### config.mk
export PLATFORM = sky130hd
export DESIGN_NAME = riscv_counter_ctrl
export DESIGN_NICKNAME = d
export VERILOG_FILES = /design/src/rtl/riscv_counter_ctrl.sv
export SDC_FILE = /design/constraint.sdc
export NUM_CORES = 1
export LEC_CHECK = 0
export ABC_CLOCK_PERIOD_IN_PS = 2900
export CAP_MARGIN = 30
export CORE_MARGIN = 10
export CORE_UTILIZATION = 35
export CTS_CLUSTER_DIAMETER = 120
export DETAILED_ROUTE_END_ITERATION = 6
export PLACE_DENSITY_LB_ADDON = 0.3
export SYNTH_ARGS = -nofsm -noshare
export SYNTH_HDL_FRONTEND = slang
export SYNTH_SLANG_ARGS = --single-unit
### constraint.sdc
create_clock -name clk -period 2.9 [get_ports clk]
set_input_delay 0.435 -clock clk [delete_from_list [all_inputs] [get_ports clk]]
set_output_delay 0.435 -clock clk [all_outputs]
set_load 0.02 [all_outputs]
### src/rtl/riscv_counter_ctrl.sv
// Machine-counter controller: decodes CSR accesses to mcycle/minstret/mcountinhibit,
// drives the write and increment controls of both external counters and returns read data.
module riscv_counter_ctrl #(
    parameter int CNT_W  = 64,
    parameter int ADDR_W = 12
) (
    input  logic              clk,
    input  logic              rst,
    input  logic              csr_req_i,
    input  logic [ADDR_W-1:0] csr_addr_i,
    input  logic [1:0]        csr_op_i,
    input  logic [CNT_W-1:0]  csr_wdata_i,
    output logic              csr_ack_o,
    output logic [CNT_W-1:0]  csr_rdata_o,
    output logic              csr_illegal_o,
    input  logic              retire_i,
    input  logic              halt_i,
    input  logic [CNT_W-1:0]  cyc_value_i,
    input  logic [CNT_W-1:0]  ret_value_i,
    output logic              cyc_incr_en_o,
    output logic              cyc_write_en_o,
    output logic [CNT_W-1:0]  cyc_wdata_o,
    output logic              ret_incr_en_o,
    output logic              ret_write_en_o,
    output logic [CNT_W-1:0]  ret_wdata_o
);

    typedef enum logic [1:0] {
        IDLE = 2'd0,
        EXEC = 2'd1,
        ACK  = 2'd2
    } state_t;

    localparam logic [ADDR_W-1:0] A_MCYCLE   = ADDR_W'(12'hB00);
    localparam logic [ADDR_W-1:0] A_MINSTRET = ADDR_W'(12'hB02);
    localparam logic [ADDR_W-1:0] A_MCNTINH  = ADDR_W'(12'h320);
    localparam logic [ADDR_W-1:0] A_CYCLE    = ADDR_W'(12'hC00);
    localparam logic [ADDR_W-1:0] A_INSTRET  = ADDR_W'(12'hC02);

    localparam logic [1:0] OP_READ  = 2'b00;
    localparam logic [1:0] OP_WRITE = 2'b01;
    localparam logic [1:0] OP_SET   = 2'b10;

    state_t             state, state_nxt;
    logic [ADDR_W-1:0]  addr_q;
    logic [1:0]         op_q;
    logic [CNT_W-1:0]   wdata_q;
    logic               inh_cy, inh_ir;
    logic [CNT_W-1:0]   rdata_q;
    logic               illegal_q;

    logic [CNT_W-1:0]   old_val, new_val;
    logic               is_known, is_ro, is_write, illegal;
    logic               wr_cyc, wr_ret, wr_inh;

    // NOTE: sequential state uses non-blocking assignments so every register
    // samples pre-edge values regardless of block ordering.
    always_ff @(posedge clk or negedge rst) begin
        if (!rst) state <= IDLE;
        else      state <= state_nxt;
    end

    // NOTE: every output of a combinational block gets a default first, so no
    // path through the case leaves a signal unassigned and infers a latch.
    always_comb begin
        state_nxt = state;
        case (state)
            IDLE:    if (csr_req_i) state_nxt = EXEC;
            EXEC:    state_nxt = ACK;
            ACK:     state_nxt = IDLE;
            default: state_nxt = IDLE;
        endcase
    end

    always_comb begin
        old_val  = '0;
        is_known = 1'b1;
        is_ro    = 1'b0;
        case (addr_q)
            A_MCYCLE:   old_val = cyc_value_i;
            A_MINSTRET: old_val = ret_value_i;
            A_MCNTINH:  old_val = CNT_W'({inh_ir, 1'b0, inh_cy});
            A_CYCLE: begin
                old_val = cyc_value_i;
                is_ro   = 1'b1;
            end
            A_INSTRET: begin
                old_val = ret_value_i;
                is_ro   = 1'b1;
            end
            default:    is_known = 1'b0;
        endcase

        case (op_q)
            OP_READ:  new_val = old_val;
            OP_WRITE: new_val = wdata_q;
            OP_SET:   new_val = old_val | wdata_q;
            default:  new_val = old_val & ~wdata_q;
        endcase

        // Set/clear with a zero operand never modifies anything, so it is a read.
        is_write = (op_q == OP_WRITE) || (op_q[1] && (wdata_q != '0));
        illegal  = !is_known || (is_write && is_ro);

        wr_cyc = (state == EXEC) && is_write && !illegal && (addr_q == A_MCYCLE);
        wr_ret = (state == EXEC) && is_write && !illegal && (addr_q == A_MINSTRET);
        wr_inh = (state == EXEC) && is_write && !illegal && (addr_q == A_MCNTINH);
    end

    assign cyc_write_en_o = wr_cyc;
    assign ret_write_en_o = wr_ret;
    assign cyc_wdata_o    = wr_cyc ? new_val : '0;
    assign ret_wdata_o    = wr_ret ? new_val : '0;

    // A CSR write owns the counter for its cycle, so that cycle's increment is dropped.
    assign cyc_incr_en_o = rst && !inh_cy && !halt_i && !wr_cyc;
    assign ret_incr_en_o = rst && retire_i && !inh_ir && !halt_i && !wr_ret;

    always_ff @(posedge clk or negedge rst) begin
        if (!rst) begin
            addr_q  <= '0;
            op_q    <= '0;
            wdata_q <= '0;
        end else if (state == IDLE && csr_req_i) begin
            addr_q  <= csr_addr_i;
            op_q    <= csr_op_i;
            wdata_q <= csr_wdata_i;
        end
    end

    always_ff @(posedge clk or negedge rst) begin
        if (!rst) begin
            inh_cy <= 1'b0;
            inh_ir <= 1'b0;
        end else if (wr_inh) begin
            inh_cy <= new_val[0];
            inh_ir <= new_val[2];
        end
    end

    always_ff @(posedge clk or negedge rst) begin
        if (!rst) begin
            rdata_q   <= '0;
            illegal_q <= 1'b0;
        end else if (state == EXEC) begin
            rdata_q   <= illegal ? '0 : old_val;
            illegal_q <= illegal;
        end
    end

    assign csr_ack_o     = (state == ACK);
    assign csr_rdata_o   = rdata_q;
    assign csr_illegal_o = illegal_q;

endmodule

# After elaboration in Yosys (flattened, before gate mapping)
# Cells that the tools add are included.
[totals]
regBits = 147
latch_bits = 0
ramBits = 0
mem_bits_ro = 0
elab_cells = 61
mem_count = 0
[classes]
addsub = 0
mul = 0
div_mod_pow = 0
n_lt_le_gt_ge = 0
eq_ne = 10
shifts = 0
muxes = 9
bitwise = 3
reduce_logical = 31
[op_table]
columns = ["operator", "n"]
rows = [
  ["$pmux W64 S3", 2],
  ["$mux W64", 3],
  ["$and A64 B64 Y64", 1],
  ["$not A64 Y64", 1],
  ["$or A64 B64 Y64", 1],
  ["$reduce_bool A64 Y1", 1],
  ["$eq A12 B12 Y1 const B", 4],
  ["$logic_and A1 B1 Y1", 15],
  ["$eq A12 B10 Y1 const B", 1],
  ["$logic_not A1 Y1", 7],
  ["$reduce_or A2 Y1", 3],
  ["$reduce_or A5 Y1", 1],
  ["$eq A2 B1 Y1 const B", 2],
  ["$eq A2 B2 Y1 const B", 2],
  ["$logic_not A2 Y1", 2],
  ["$pmux W2 S2", 1],
  ["$logic_or A1 B1 Y1", 2],
  ["$mux W1", 2],
  ["$mux W2", 1],
  ["$ne A2 B2 Y1 const B", 1],
]

# Longest topological paths before layout
[depth]
word_depth = 10
depth_mapped = 9

# Least setup slack after synthesis
# Ideal clock, no wire load.
[synth_timing]
path_type = "flip-flop to output port"
from = "register addr_q[0]"
to = "output port ret_wdata_o[2]"
t_arrival_ns = 2.231
setup_slack_ns = 0.234
path_stages_with_launch = 8
cell_sequence = "dfrtp_1 > or4_4 > nor2_2 > nand2_1 > nor4_1 > nand2_1 > clkbuf_1 > a211oi_1"
[synth_between]
elab_chain_len = 9
elab_cells_between_ends = 22
classes_between = "eq/ne: 5; mux: 5; bitwise: 2; reduce/logical: 10"
[synth_rtl]
columns = ["item", "line", "rtl"]
rows = [
  ["start: declaration", "45", "logic [ADDR_W-1:0] addr_q;"],
  ["start signal: assignment", "125", "addr_q <= csr_addr_i;"],
  ["branches (longest 8 deep; another with $pmux W64 S3)", "n/a", ""],
  ["$mux W64 (*)", "113", "assign ret_wdata_o = wr_ret ? new_val : '0;"],
  ["end: declaration", "25", "output logic [CNT_W-1:0] ret_wdata_o"],
]
# Every way passes the cells marked *.

# Worst setup path in the final report
[layout_timing]
from = "register addr_q[7]"
to = "output port ret_wdata_o[17]"
# The elaborated chain is that of the path after synthesis.

==> flow_summary.json <==
{
  "cts_buffer_depth": 2,
  "worst_slew_pin_slew_ns": 0.832,
  "cpMostUsedCell": "buf_6",
  "slew_headroom_pct": 44.5,
  "nets": 1818,
  "cap_violations": 0,
  "yosys-top-cells-area": "dfrtp_1 (40%), mux2_2 (17%), nand2_1 (9.3%), o21ai_0 (7.0%), nor2_1 (5.4%)",
  "slowest_stage": "or4_4",
  "synth_adder_area_share_pct": 0,
  "critPathLaunchType": "flip-flop",
  "numPortBuffers": 408,
  "num_vias": 10100,
  "die_h_um": 181,
  "skew_ns": 0.0120,
  "yosysSeqAreaShare_pct": 40.5,
  "grt_pass1_wl_um": 59400,
  "muxShareOfSynthArea_pct": 17.6,
  "crit_chain": "or4_4, a2111oi_4, buf_6, buf_12, buf_6, nand2_4, o21ai_2, nand2_1, nor2_2, buf_6",
  "syn-num-nets": 1293,
  "drv_slew": 0,
  "synth_compound_area_share_pct": 17.0,
  "globalRoute.totalOverflow": 0,
  "cp_data_required_time_ns": 2.47,
  "place_ws_ns": -0.312,
  "ioPinCount": 409,
  "drc_errors": 0,
  "drt_pass1_iterations": 5,
  "antenna_found_initial": 6,
  "nFillCells": 2247,
  "cts_tree": "built",
  "multi_input_area_um2": 5610,
  "cpLargestDelayFamily": "simple AND/OR/NAND/NOR gates",
  "wl_per_cell_um": 20.5,
  "die_area_um2": 32800,
  "ff_latch_area_um2": 3690,
  "synthDistinctLibCells": 39,
  "synthCells": 1082,
  "drive_above_1_share_pct": 40.7,
  "post-dp-hpwl_um": 29900,
  "hold-worst-slack_ns": 0.136,
  "synth-seq-cells": 147,
  "drtIter0Drc": 570,
  "synth_top_area_share_pct": 40.5,
  "grt_setup_unrepaired": "true",
  "layout_common_cells": "clkdlybuf4s50_1 (275), buf_4 (263), nand2_1 (188)",
  "ant_nets": 0,
  "yosys.area.top_type": "dfrtp_1",
  "status": "finished, violations left",
  "synth_top_family_by_area": "simple AND/OR/NAND/NOR gates",
  "hold_path_class": "input pin to asynchronous set/reset pin",
  "start_util_pct": 35.8,
  "slowest_delay_ns": 0.57,
  "synth_xor_area_share_pct": 0,
  "p_leak_uw": 0.00666,
  "cts_buffers": 17,
  "via_per_inst": 5.16,
  "final_common_cell": "clkdlybuf4s50_1",
  "clkTransAtPathRegs_ns": 0.06,
  "grt_max_degree": 148,
  "synth-async-reset-ratio_pct": 100,
  "cts_root_buf": "clkbuf_16",
  "cts_sinks": 147,
  "core_um2": 25400,
  "powerDensity_nw_per_um2": 520,
  "rows": 58,
  "max_freq_ghz": 0.314,
  "area_growth_pct": 74.5,
  "critPathArrivalTime_ns": 2.75,
  "post-route-min-period_ns": 3.18,
  "setup_viol": 130,
  "min_period_over_period_pct": 110,
  "die_w_um": 181,
  "setup.worst_path.class": "flip-flop to output port",
  "synth-edff-count": 0,
  "synthFlopType": "dfrtp_1",
  "clkLatencyLatePin_ns": 0.42,
  "fin_ws_ns": -0.282,
  "violations": "setup timing",
  "grt_usage_pct": 22.7,
  "gp_congestion": 0.874,
  "worstSetupEndpointType": "output port",
  "postSynthAreaPerCell_um2": 8.40,
  "crit_fanout": 6,
  "first_global_vias": 10500,
  "syn_area_um2": 9090,
  "ir_drop_mv": 0.349,
  "critical_path_buf_inv_count": 4,
  "htree_num_levels": 4,
  "wl_um": 40000,
  "cts_hold_buf": 0,
  "synthSimpleGateAreaFrac_pct": 20.5,
  "synth_warnings": 0,
  "hold_violations": 0
}
path summary, 6_finish.rpt:
check	start	end	slack, ns	cells past startpoint
max	addr_q[7]	ret_wdata_o[17]	-0.28	10
min	rst	csr_rdata_o[5]	0.14	2
max reg2reg	addr_q[7]	csr_rdata_o[3]	0.41	6
min reg2reg	csr_rdata_o[0]	csr_rdata_o[0]	0.47	2
max in group asynchronous	rst	op_q[0]	2.08	2
min in group clk	csr_rdata_o[0]	csr_rdata_o[0]	0.47	2
logic make-up after synthesis:
kind of cell           count (synthesis)
DFF                                  147
muxes                                142
buffers and inverters                 91
and+or+nand+nor                      436
AOI/OAI and AO/OA                    266
where the power goes:
part	internal [µW]	switching, µW	leakage (µW)
clock	1520	892	0.000302
sequential	2350	289	0.00186
combinational	1500	1700	0.00450
total	5370	2880	0.00666
sequential cells by signal (all words and copies together), names as in the netlist:
register,cells
inh_cy,1
state,2
inh_ir,1
addr_q,12
op_q,2
wdata_q,64
csr_rdata_o,64
csr_illegal_o,1
what timing repair did:
action	4_1_cts	5_1_grt
gates resized for setup	593	344
setup buffers	7	10
endpoints found under the setup margin	132	132
pin swaps	22	95
cloned	0	5
endpoints found under the hold margin	0	0
per-stage QoR:
stage	instances	utilization, %	power (µW)	instance area [µm²]	TNS [ns]
floorplan	1082	-	4210	9090	0
global placement	1896	57.7	5420	14700	-19.24
detailed placement	1896	57.7	5500	14700	-23.26
CTS	1932	60.1	8030	15300	-22.70
global route	1950	62.4	8710	15900	-45.64
finish	1951	62.4	8250	15900	-26.79
cell usage after synthesis (2+ instances only):
master    instances
a211oi_1          2
or2_2             3
nand2_1         225
nor3b_1           2
nand4_1           5
a21oi_1          66
mux2_2          141
nor3_1            3
buf_2            15
nand2b_1          4
clkbuf_1         64
nor4_1           16
inv_1             6
o31ai_1          63
nor2b_1           2
a31oi_1           2
dfrtp_1         147
nor2_1          131
buf_6             6
nand2_2          34
o21ai_0         127
routing by layer:
metal / GRT usage [%] / up-vias / wire [µm]
li1: - / 4821 / -
met1: 25.2 / 4821 / 16000
met2: 39.3 / 373 / 20000
met3: 7.71 / 53 / 3050
met4: 8.36 / 4 / 938
met5: 0 / - / 31
cell type report:
class                           count  share of cell area, %
Sequential cell                   147                   23.2
Tap cell                          330                   2.60
Multi-Input combinational cell    844                   35.4
Inverter                            6                  0.142
Clock buffer                       17                   2.68
Timing Repair Buffer              591                   34.6
Clock inverter                     12                   1.29
Antenna cell                        4                 0.0631
(Power assumes the default switching activity.)
